## src/rtl/snap_ctrl_pkg.sv

```systemverilog
// Shared types and constants for the snapshot capture controller.
package snap_ctrl_pkg;

  typedef enum logic [2:0] {
    IDLE,
    ARMED,
    DELAY,
    CAPTURE,
    DONE
  } state_t;

  // Bit positions inside the software control word
  localparam int unsigned CTRL_ARM     = 0;
  localparam int unsigned CTRL_TRIGSEL = 1;
  localparam int unsigned CTRL_CIRC    = 2;
  localparam int unsigned CTRL_STOP    = 3;

  // Bit position of the done flag inside the status word
  localparam int unsigned STAT_DONE = 31;

endpackage

```

## src/rtl/snap_capture_ctrl_if.sv

```systemverilog
// BRAM write port between the capture controller and the snapshot memory.
interface snap_capture_ctrl_if #(
  parameter int unsigned ADDR_W = 10,
  parameter int unsigned DATA_W = 32
) ();

  logic [ADDR_W-1:0] bram_addr;
  logic [DATA_W-1:0] bram_data;
  logic              bram_we;

  modport master (output bram_addr, output bram_data, output bram_we);
  modport slave  (input  bram_addr, input  bram_data, input  bram_we);

endinterface

```

## src/rtl/snap_trig_offset.sv

```systemverilog
// Post-trigger offset counter: loaded on the trigger, counts down on valid samples.
module snap_trig_offset #(
  parameter int unsigned OFFSET_W = 32
) (
  input  logic                clk,
  input  logic                rst,
  input  logic                load,
  input  logic [OFFSET_W-1:0] load_val,
  input  logic                dec,
  output logic                expired
);

  logic [OFFSET_W-1:0] off_cnt;

  // Load takes priority; the counter parks at zero so expiry stays asserted
  always_ff @(posedge clk) begin
    if (rst) begin
      off_cnt <= '0;
    end else if (load) begin
      off_cnt <= load_val;
    end else if (dec && (off_cnt != '0)) begin
      off_cnt <= off_cnt - OFFSET_W'(1);
    end
  end

  assign expired = (off_cnt == '0);

endmodule

```

## src/rtl/snap_capture_ctrl.sv

```systemverilog
// Snapshot capture sequencer: arm, trigger qualification, post-trigger offset,
// one-shot or circular BRAM write addressing and completion reporting.
module snap_capture_ctrl
  import snap_ctrl_pkg::*;
#(
  parameter int unsigned ADDR_W   = 10,
  parameter int unsigned DATA_W   = 32,
  parameter int unsigned OFFSET_W = 32
) (
  input  logic                user_clk,
  input  logic                user_rst,
  input  logic [31:0]         ctrl,
  input  logic [OFFSET_W-1:0] trig_offset,
  input  logic [DATA_W-1:0]   din,
  input  logic                din_valid,
  input  logic                trig,
  snap_capture_ctrl_if.master bram,
  output logic [31:0]         tr_en_cnt,
  output logic [31:0]         status,
  output logic                busy
);

  state_t            state;
  logic              arm_q;
  logic              stop_q;
  logic              circ_q;
  logic              done;
  logic [ADDR_W-1:0] wr_ptr;

  logic arm_edge;
  logic stop_edge;
  logic hit;
  logic off_load;
  logic off_dec;
  logic off_expired;
  logic write_now;

  // Upper control bits are reserved
  logic unused_ctrl;
  assign unused_ctrl = ^ctrl[31:4];

  assign arm_edge  = ctrl[CTRL_ARM] & ~arm_q;
  assign stop_edge = ctrl[CTRL_STOP] & ~stop_q;
  assign hit       = din_valid & (ctrl[CTRL_TRIGSEL] ? trig : 1'b1);

  // A new arm edge overrides any offset or write activity in the same cycle
  assign off_load = ~arm_edge & (state == ARMED) & hit & (trig_offset != '0);
  assign off_dec  = ~arm_edge & (state == DELAY) & din_valid;

  assign write_now = ~arm_edge & din_valid &
                     (((state == ARMED) & hit & (trig_offset == '0)) |
                      ((state == DELAY) & off_expired) |
                      (state == CAPTURE));

  snap_trig_offset #(
    .OFFSET_W (OFFSET_W)
  ) u_trig_offset (
    .clk      (user_clk),
    .rst      (user_rst),
    .load     (off_load),
    .load_val (trig_offset - OFFSET_W'(1)),
    .dec      (off_dec),
    .expired  (off_expired)
  );

  // Capture FSM with registered BRAM write port and counters
  always_ff @(posedge user_clk) begin
    if (user_rst) begin
      state          <= IDLE;
      arm_q          <= 1'b0;
      stop_q         <= 1'b0;
      circ_q         <= 1'b0;
      done           <= 1'b0;
      wr_ptr         <= '0;
      tr_en_cnt      <= '0;
      bram.bram_addr <= '0;
      bram.bram_data <= '0;
      bram.bram_we   <= 1'b0;
    end else begin
      arm_q        <= ctrl[CTRL_ARM];
      stop_q       <= ctrl[CTRL_STOP];
      bram.bram_we <= write_now;

      if (write_now) begin
        bram.bram_addr <= wr_ptr;
        bram.bram_data <= din;
        wr_ptr         <= wr_ptr + ADDR_W'(1);
        if (tr_en_cnt != '1) begin
          tr_en_cnt <= tr_en_cnt + 32'd1;
        end
      end

      if (arm_edge) begin
        state     <= ARMED;
        wr_ptr    <= '0;
        tr_en_cnt <= '0;
        done      <= 1'b0;
      end else begin
        case (state)
          IDLE: ;
          ARMED: begin
            if (hit) begin
              circ_q <= ctrl[CTRL_CIRC];
              state  <= (trig_offset == '0) ? CAPTURE : DELAY;
            end
          end
          DELAY: begin
            if (din_valid && off_expired) begin
              state <= CAPTURE;
            end
          end
          CAPTURE: begin
            // One-shot ends after the top address; stop ends after this cycle's write
            if (stop_edge || (!circ_q && din_valid && (wr_ptr == '1))) begin
              state <= DONE;
              done  <= 1'b1;
            end
          end
          DONE: ;
          default: state <= IDLE;
        endcase
      end
    end
  end

  assign status = {done, {(STAT_DONE - ADDR_W){1'b0}}, wr_ptr};
  assign busy   = (state == ARMED) || (state == DELAY) || (state == CAPTURE);

endmodule

```

## src/flat_wrapper.sv

```systemverilog
// flat-port wrapper written by rule: the top's interface ports become plain ports
module snap_capture_ctrl_flat import snap_ctrl_pkg::*;
#(
  parameter int unsigned ADDR_W   = 10,
  parameter int unsigned DATA_W   = 32,
  parameter int unsigned OFFSET_W = 32
)
  (user_clk, user_rst, ctrl, trig_offset, din, din_valid, trig, tr_en_cnt, status, busy, bram_bram_addr, bram_bram_data, bram_bram_we);
  snap_capture_ctrl_if #(.ADDR_W(ADDR_W), .DATA_W(DATA_W)) bram_i ();
  input  logic user_clk;
  input  logic user_rst;
  input  logic [31:0] ctrl;
  input  logic [OFFSET_W-1:0] trig_offset;
  input  logic [DATA_W-1:0] din;
  input  logic din_valid;
  input  logic trig;
  output logic [31:0] tr_en_cnt;
  output logic [31:0] status;
  output logic busy;
  output wire logic [$bits(bram_i.bram_addr)-1:0] bram_bram_addr;
  output wire logic [$bits(bram_i.bram_data)-1:0] bram_bram_data;
  output wire logic [$bits(bram_i.bram_we)-1:0] bram_bram_we;
  assign bram_bram_addr = bram_i.bram_addr;
  assign bram_bram_data = bram_i.bram_data;
  assign bram_bram_we = bram_i.bram_we;
  snap_capture_ctrl #(.ADDR_W(ADDR_W), .DATA_W(DATA_W), .OFFSET_W(OFFSET_W)) u_core (.user_clk(user_clk), .user_rst(user_rst), .ctrl(ctrl), .trig_offset(trig_offset), .din(din), .din_valid(din_valid), .trig(trig), .bram(bram_i), .tr_en_cnt(tr_en_cnt), .status(status), .busy(busy));
endmodule
```

## config.mk

```make
export PLATFORM = sky130hd
export DESIGN_NAME = snap_capture_ctrl_flat
export DESIGN_NICKNAME = d
export VERILOG_FILES = /design/src/rtl/snap_ctrl_pkg.sv /design/src/rtl/snap_capture_ctrl_if.sv /design/src/rtl/snap_trig_offset.sv /design/src/rtl/snap_capture_ctrl.sv /design/src/flat_wrapper.sv
export SDC_FILE = /design/constraint.sdc
export NUM_CORES = 1
export LEC_CHECK = 0
export CAP_MARGIN = 30
export CORE_MARGIN = 4
export CORE_UTILIZATION = 25
export CTS_BUF_LIST = sky130_fd_sc_hd__clkbuf_4 sky130_fd_sc_hd__clkbuf_8 sky130_fd_sc_hd__clkbuf_16
export CTS_CLUSTER_DIAMETER = 50
export DETAILED_ROUTE_END_ITERATION = 10
export SYNTH_ARGS = -nofsm -noshare
export SYNTH_HDL_FRONTEND = slang
export SYNTH_SLANG_ARGS = --single-unit
```

## constraint.sdc

```tcl
create_clock -name user_clk -period 5.5 [get_ports user_clk]
set_input_delay 1.65 -clock user_clk [delete_from_list [all_inputs] [get_ports user_clk]]
set_output_delay 1.65 -clock user_clk [all_outputs]
set_load 0.05 [all_outputs]
```

==> summary.txt, run 1 <==
Timing
  • Final setup vio count: 0
  • Final Hold Viols: 0
  • Clk_skew: roughly 15 ps
  • Fmax: approximately 0.2 GHz
  • Fin crit period: approximately 5000 ps
  • Worst Tran Pin Value: 725 ps
  • Slew Limit Fails: 0
  • Fin crit share: between 90 and 100%
  • Relative slew margins: 51.6%
  • Fin Hold WS: about 450 ps
  • RSZ-0062 raised after global routing: no
  • Setup_tns: 0 ps

Floorplanning
  • Core region area: between 20000 and 30000 sq um
  • # IOs: between 200 and 250
  • Row cnt: slightly below 60
  • Starting density of the core: about a quarter
  • Die W: between 150 and 200 um
  • Die area: about 29000 sq um
  • Die Y: approximately 170 um

Place
  • Port bufs: between 150 and 200
  • Detail Placement HPWL: between 10000 and 15000 um
  • Routability cong.: approximately 0.88

Clocking
  • CTS tree: built
  • Root Buffer: clkbuf_16
  • Post-CTS sizing: 0
  • Post-CTS setup buffer count: 0
  • CTS H-tree lvls: 4
  • Hold buffers post-CTS: 0
  • Clk Latency, worst-skew pair: between 400 and 500 ps
  • Longest Clk Path Bufs: 2
  • Clock Sinks: between 100 and 150
  • Reg clk slew, reported paths: approximately 70 ps
  • Num CTS Buffers: 17

Job
  • Max Cap Viol: 0

Synthesis
  • Synth top cells by count: 135 x nand2_1, 124 x dfxtp_1, 87 x nor2_1
  • Main area contributors after synthesis: dfxtp_1 38%, nand2_1 7.7%, xnor2_1 5.3%, a21oi_1 5.2%, nor2_1 5.0%
  • Yosys top cell by area: dfxtp_1
  • Post-synth design cell area: between 6000 and 7000 sq um
  • Ys Warns: 0
  • Top FF cell, synth: dfxtp_1
  • Number of synthesized flops with an enable pin: 0
  • Unique cell type count in the Yosys netlist: between 50 and 60
  • Mapped Cells: 850
  • Synth async-reset ratio: 0%
  • Seq/Total Area, Yosys: 37.7%
  • Synth top area share: between 30 and 40%
  • Most numerous cell in the Yosys netlist: nand2_1
  • Flops & latches, synth: around 120
  • Mean Syn Cell Area: around 7.8 sq um

Setup path
  • Setup crit end kind: flop
  • WP buf/inv: 1
  • Cell family with most CP delay: simple AND/OR/NAND/NOR gates
  • CP cell instances: clkdlybuf4s50_1 -> or4_1 -> nor4_4 -> and3_1 -> nor2_1 -> mux2i_1 -> ha_1 -> and3_1 -> o2111a_1 -> a2bb2o_1 -> nor4_1 -> xnor2_1 -> a211oi_1
  • Worst-path fanout max: 7
  • WS Path Type: input port to flop
  • Crit path DAT: 5380 ps
  • CP Launch Type: input port
  • R2R setup slack: a little over 2000 ps
  • CP most frequent cell: and3_1
  • Slowest stage delay, CP: 610 ps
  • CP max-delay cell: or4_1
  • Critical Path RT: just under 6000 ps

Drt
  • DRT iter0 DRCs: around 450
  • Wire per inst: around 15 um
  • # DRC: 0
  • Vias post-DR: roughly 6.6k
  • DR vias/cell: roughly 5
  • Final wirelength: 20700 um
  • Antenna Nets Post-Route: 0
  • 1st-pass router iterations: 5

Min path
  • Worst hold path class: flop to flop

Global routing
  • First-pass GRT wire length: around 33000 um
  • GRT Util Overall: 14.0%
  • Antenna violations before repair: 1
  • Pin count of the biggest net entering global routing: 53
  • GR Overflow Total: 0
  • Vias in the first global route: roughly 6.0k

Status
  • Status: finished clean

Layout
  • Layout fillers: about 2.7k
  • Final design utilization: a little over a third
  • Area delta synth->final: 38.5%
  • # diodes: 0
  • Layout Nets: ~1.1k
  • Layout cells sized above 1: between 7 and 8%

Power and ir drop
  • P_leak: roughly 0.003 uW
  • Power per cell area: about 280 nW/um^2
  • Worst VDD drop: between 150 and 200 uV
power by group:
part	leakage [uW]	internal (uW)	switching, uW	total, uW
registers	0.00100	912	13.3	925
logic	0.00171	148	229	377
clock network	0.000314	782	457	1240
flip-flops by register name, indices dropped and copies added, names as in the netlist:
name                          count
u_core.arm_q                      1
u_core.bram.bram_we               1
u_core.state                      3
u_core.stop_q                     1
u_core.done                       1
u_core.wr_ptr                    10
u_core.u_trig_offset.off_cnt     32
u_core.circ_q                     1
u_core.bram.bram_data            32
u_core.bram.bram_addr            10
u_core.tr_en_cnt                 32
stage by stage:
stage | setup WS [ps] | total power (uW) | cell area, sq um | std cells
after floorplan | 94.7 | 1190 | 6670 | 870
after global placement | 191 | 1320 | 8480 | 1316
after detailed placement | 117 | 1320 | 8490 | 1317
after CTS | 566 | 2570 | 9130 | 1349
after global routing | 214 | 2650 | 9130 | 1349
final | 459 | 2540 | 9130 | 1349
cells by family (layout without fill, tap and decap cells):
kind of cell	after synthesis	count (layout)	share of synthesized area [%]
compound gates	148	148	13.9
xor+xnor	74	74	9.83
fa+ha+maj	3	3	0.569
buf+inv	76	220	5.92
flops	124	124	37.7
mux	8	8	1.25
other cells	1	21	0.0569
simple gates	416	416	30.9
worst register-to-register path, cell delays in order, from the launching register on:
cell	delay, ps
dfxtp_1	350
nor3_1	610
nand3_1	280
o41ai_1	620
a22oi_2	170
or2_2	620
nor2_1	370
a21oi_1	100
a31o_2	220
cell type report:
type	count	area [sq um]	area share (%)
timing repair buffer	183	1770	19.4
tap	335	419	4.59
multi-input combinational	670	3800	41.6
clock inverter	14	205	2.25
clock buffer	18	439	4.81
sequential	124	2480	27.2
inverter	5	18.8	0.206
layer usage:
metal	track usage, %	vias to the layer above	wire length [um]
li1	-	3280	-
met1	19.6	3013	9570
met2	21.4	233	9400
met3	3.23	24	1420
met4	4.24	2	292
met5	0	-	10
worst paths after layout:
path,to,cells past startpoint,from
hold / removal,u_core.done,2,u_core.done
setup / recovery,u_core.u_trig_offset.off_cnt[20],13,trig_offset[24]
hold reg to reg,u_core.done,2,u_core.done
setup reg to reg,u_core.tr_en_cnt[31],8,u_core.u_trig_offset.off_cnt[13]
cells in the final DEF (no fill, tap or decap), types with 5 or more instances in the layout:
master           count
nand2b_1             7
and4_1               5
o22ai_1             10
and3_1              13
clkdlybuf4s50_1    157
dfxtp_1            124
inv_1                5
mux2i_1              6
nor2_1              87
nand2_1            135
a21oi_1             69
nand3_1             37
or3_1               18
a211oi_1            15
or4_1                7
xnor2_1             40
and2_1               6
conb_1              21
xor2_1              34
clkbuf_16           17
nor4_1              18
inv_6                5
o21ai_0             17
buf_4               24
nand4_1             22
nor3_1              38
(Power assumes the default switching activity.)
==> run 2: changes to the inputs <==
==> constraint.sdc (replaced) <==
create_clock -name user_clk -period 6 [get_ports user_clk]
set_input_delay 1.8 -clock user_clk [delete_from_list [all_inputs] [get_ports user_clk]]
set_output_delay 1.8 -clock user_clk [all_outputs]
set_load 0.05 [all_outputs]
==> summary.txt, run 2 (synthesized netlist as in run 1, its figures left out) <==
Place
  • Port bufs: 158 (unchanged)
  • Detail Placement HPWL: 14900 um (about the same)
  • Routability cong.: 0.914 (+4.3%)
  • Placed cell count: 1312 (-0.38%)
  • Place WS: 348 ps (+231 ps)

Clocking
  • Root Buffer: clkbuf_16
  • Clk Latency, worst-skew pair: 420 ps (about the same)
  • Post-CTS setup buffer count: 0 (unchanged)
  • Reg clk slew, reported paths: 60 ps (about the same)
  • CTS tree: built
  • Longest Clk Path Bufs: 2 (unchanged)
  • Hold buffers post-CTS: 0 (unchanged)
  • Num CTS Buffers: 17 (unchanged)
  • Post-CTS sizing: 0 (unchanged)
  • Clock Sinks: 124 (unchanged)
  • CTS H-tree lvls: 4 (unchanged)

Min path
  • Hold path depth: 2 (unchanged)
  • Worst hold path class: flop to flop

Global routing
  • Antenna violations before repair: 0 (-1)
  • GRT Util Overall: 13.7% (-0.31 points)
  • GR Overflow Total: 0 (unchanged)
  • Pin count of the biggest net entering global routing: 54 (+1.9%)
  • Vias in the first global route: 5786 (-3.0%)
  • First-pass GRT wire length: 31800 um (-2.5%)

Floorplanning
  • Starting density of the core: 25.4% (unchanged)
  • Die area: 29000 sq um (unchanged)
  • Die Y: 170 um (unchanged)
  • Row cnt: 59 (unchanged)
  • Die W: 170 um (unchanged)
  • Core region area: 26000 sq um (unchanged)
  • # IOs: 208 (unchanged)

Setup path
  • Crit path DAT: 5590 ps (+210 ps)
  • Critical Path RT: 6330 ps (+490 ps)
  • Setup crit end kind: flop
  • Worst reg-to-reg path cell count: 12 (+4)
  • Worst-path fanout max: 7 (unchanged)
  • CP Launch Type: input port
  • WS Path Type: input port to flop
  • CP max-delay cell: or4_1
  • CP cell instances: clkdlybuf4s50_1 -> or4_1 -> nor4_4 -> and3_1 -> nor2_1 -> mux2i_1 -> ha_1 -> and3_1 -> o2111a_1 -> a2bb2o_1 -> nor4_1 -> xnor2_1 -> a211oi_1
  • CP most frequent cell: and3_1
  • Slowest stage delay, CP: 650 ps (+40 ps)

Drt
  • # DRC: 0 (unchanged)
  • DR vias/cell: 4.94 (+1.8%)
  • Wire per inst: 15.5 um (+0.91%)
  • Antenna Nets Post-Route: 0 (unchanged)
  • 1st-pass router iterations: 5 (unchanged)
  • Final wirelength: 20800 um (+0.53%)
  • DRT iter0 DRCs: 567 (+25%)
  • Vias post-DR: 6645 (+1.4%)

Power and ir drop
  • Pwr Total: 2170 uW (-15%)
  • Power per cell area: 240 nW/um^2 (-14%)
  • P_leak: 0.00297 uW (-2.0%)
  • Worst VDD drop: 142 uV (-14%)

Layout
  • Layout cells sized above 1: 6.54% (-0.46 points)
  • Area delta synth->final: 37.0%
  • # diodes: 0 (unchanged)
  • Non-Filler Instances: 1344 (-0.37%)
  • Layout Nets: 1100 (-0.36%)
  • Most frequent cells in the layout: 157 x clkdlybuf4s50_1, 135 x nand2_1, 124 x dfxtp_1
  • Commonest non-fill, non-tap cell in the layout: clkdlybuf4s50_1
  • Layout fillers: 2715 (+0.63%)
  • Largest regs: u_core.bram.bram_data x32, u_core.tr_en_cnt x32, u_core.u_trig_offset.off_cnt x32

Timing
  • Clk_skew: 9.57 ps (-5.59 ps)
  • Setup_tns: 0 ps (unchanged)
  • Fin crit period: 5260 ps
  • Slew Limit Fails: 0 (unchanged)
  • Final setup vio count: 0 (unchanged)
  • Fin Hold WS: 451 ps (+4.22 ps)
  • Relative slew margins: 49.9% (-1.7 points)
  • Fmax: approximately 0.19 GHz
  • Worst Tran Pin Value: 745 ps (+19.7 ps)
  • Worst setup margin: 737 ps (+279 ps)
  • Final Hold Viols: 0 (unchanged)
  • Fin crit share: between 80 and 90%
  • RSZ-0062 raised after global routing: no

Status
  • Status: finished clean

Job
  • Max Cap Viol: 0 (unchanged)
==> run 2: cell types whose count changed in the layout (fill, tap and decap cells not counted) <==
cell	before	now
clkinvlp_4	1	3
inv_6	5	2
clkinv_4	2	4
buf_12	0	1
bufinv_16	4	1
clkinv_2	1	3
inv_8	1	0
buf_4	24	19
==> run 2: report_power, final <==
part,total [uW],internal (uW),switching [uW],leakage [uW]
Clock,983,580,403,0.000269
Sequential,848,836,12.3,0.00100
Combinational,341,131,209,0.00170
==> run 2: cell type report <==
type	count	area [sq um]	share of cell area, %
inverter	5	18.8	0.208
clock buffer	18	439	4.86
clock inverter	13	120	1.33
multi-input combinational	670	3800	42.1
sequential	124	2480	27.5
timing repair buffer	179	1750	19.4
tap	335	419	4.64
==> run 2: path summary, 6_finish.rpt <==
kind,start,endpoint,slack [ps]
setup reg to reg,u_core.state[1],u_core.u_trig_offset.off_cnt[20],2600
setup / recovery,trig_offset[27],u_core.u_trig_offset.off_cnt[20],740
hold reg to reg,u_core.bram.bram_addr[4],u_core.bram.bram_addr[4],450
hold / removal,u_core.bram.bram_addr[4],u_core.bram.bram_addr[4],450
==> run 2: layer usage <==
metal | routed length, um | global-route usage, % | vias up
met3 | 1300 | 2.97 | 20
li1 | - | - | 3257
met1 | 9800 | 19.6 | 3157
met2 | 9400 | 20.5 | 211
met5 | 0 | 0 | -
met4 | 308 | 3.99 | 0
==> run 2: stage by stage <==
step	utilization (%)	cell area [sq um]
final	34.8	9030
after global routing	34.8	9030
after detailed placement	32.5	8450
after floorplan	-	6670
after CTS	34.7	9010
after global placement	32.5	8440
==> run 2: worst max-delay path: cells and delay by family <==
family / cells / cell delay [ps]
multiplexers: 1 / 180
buffers and inverters: 1 / 500
adder cells (fa/ha/maj): 1 / 340
XOR/XNOR: 1 / 100
AO/OA/AOI/OAI: 3 / 840
AND/OR/NAND/NOR: 6 / 1820
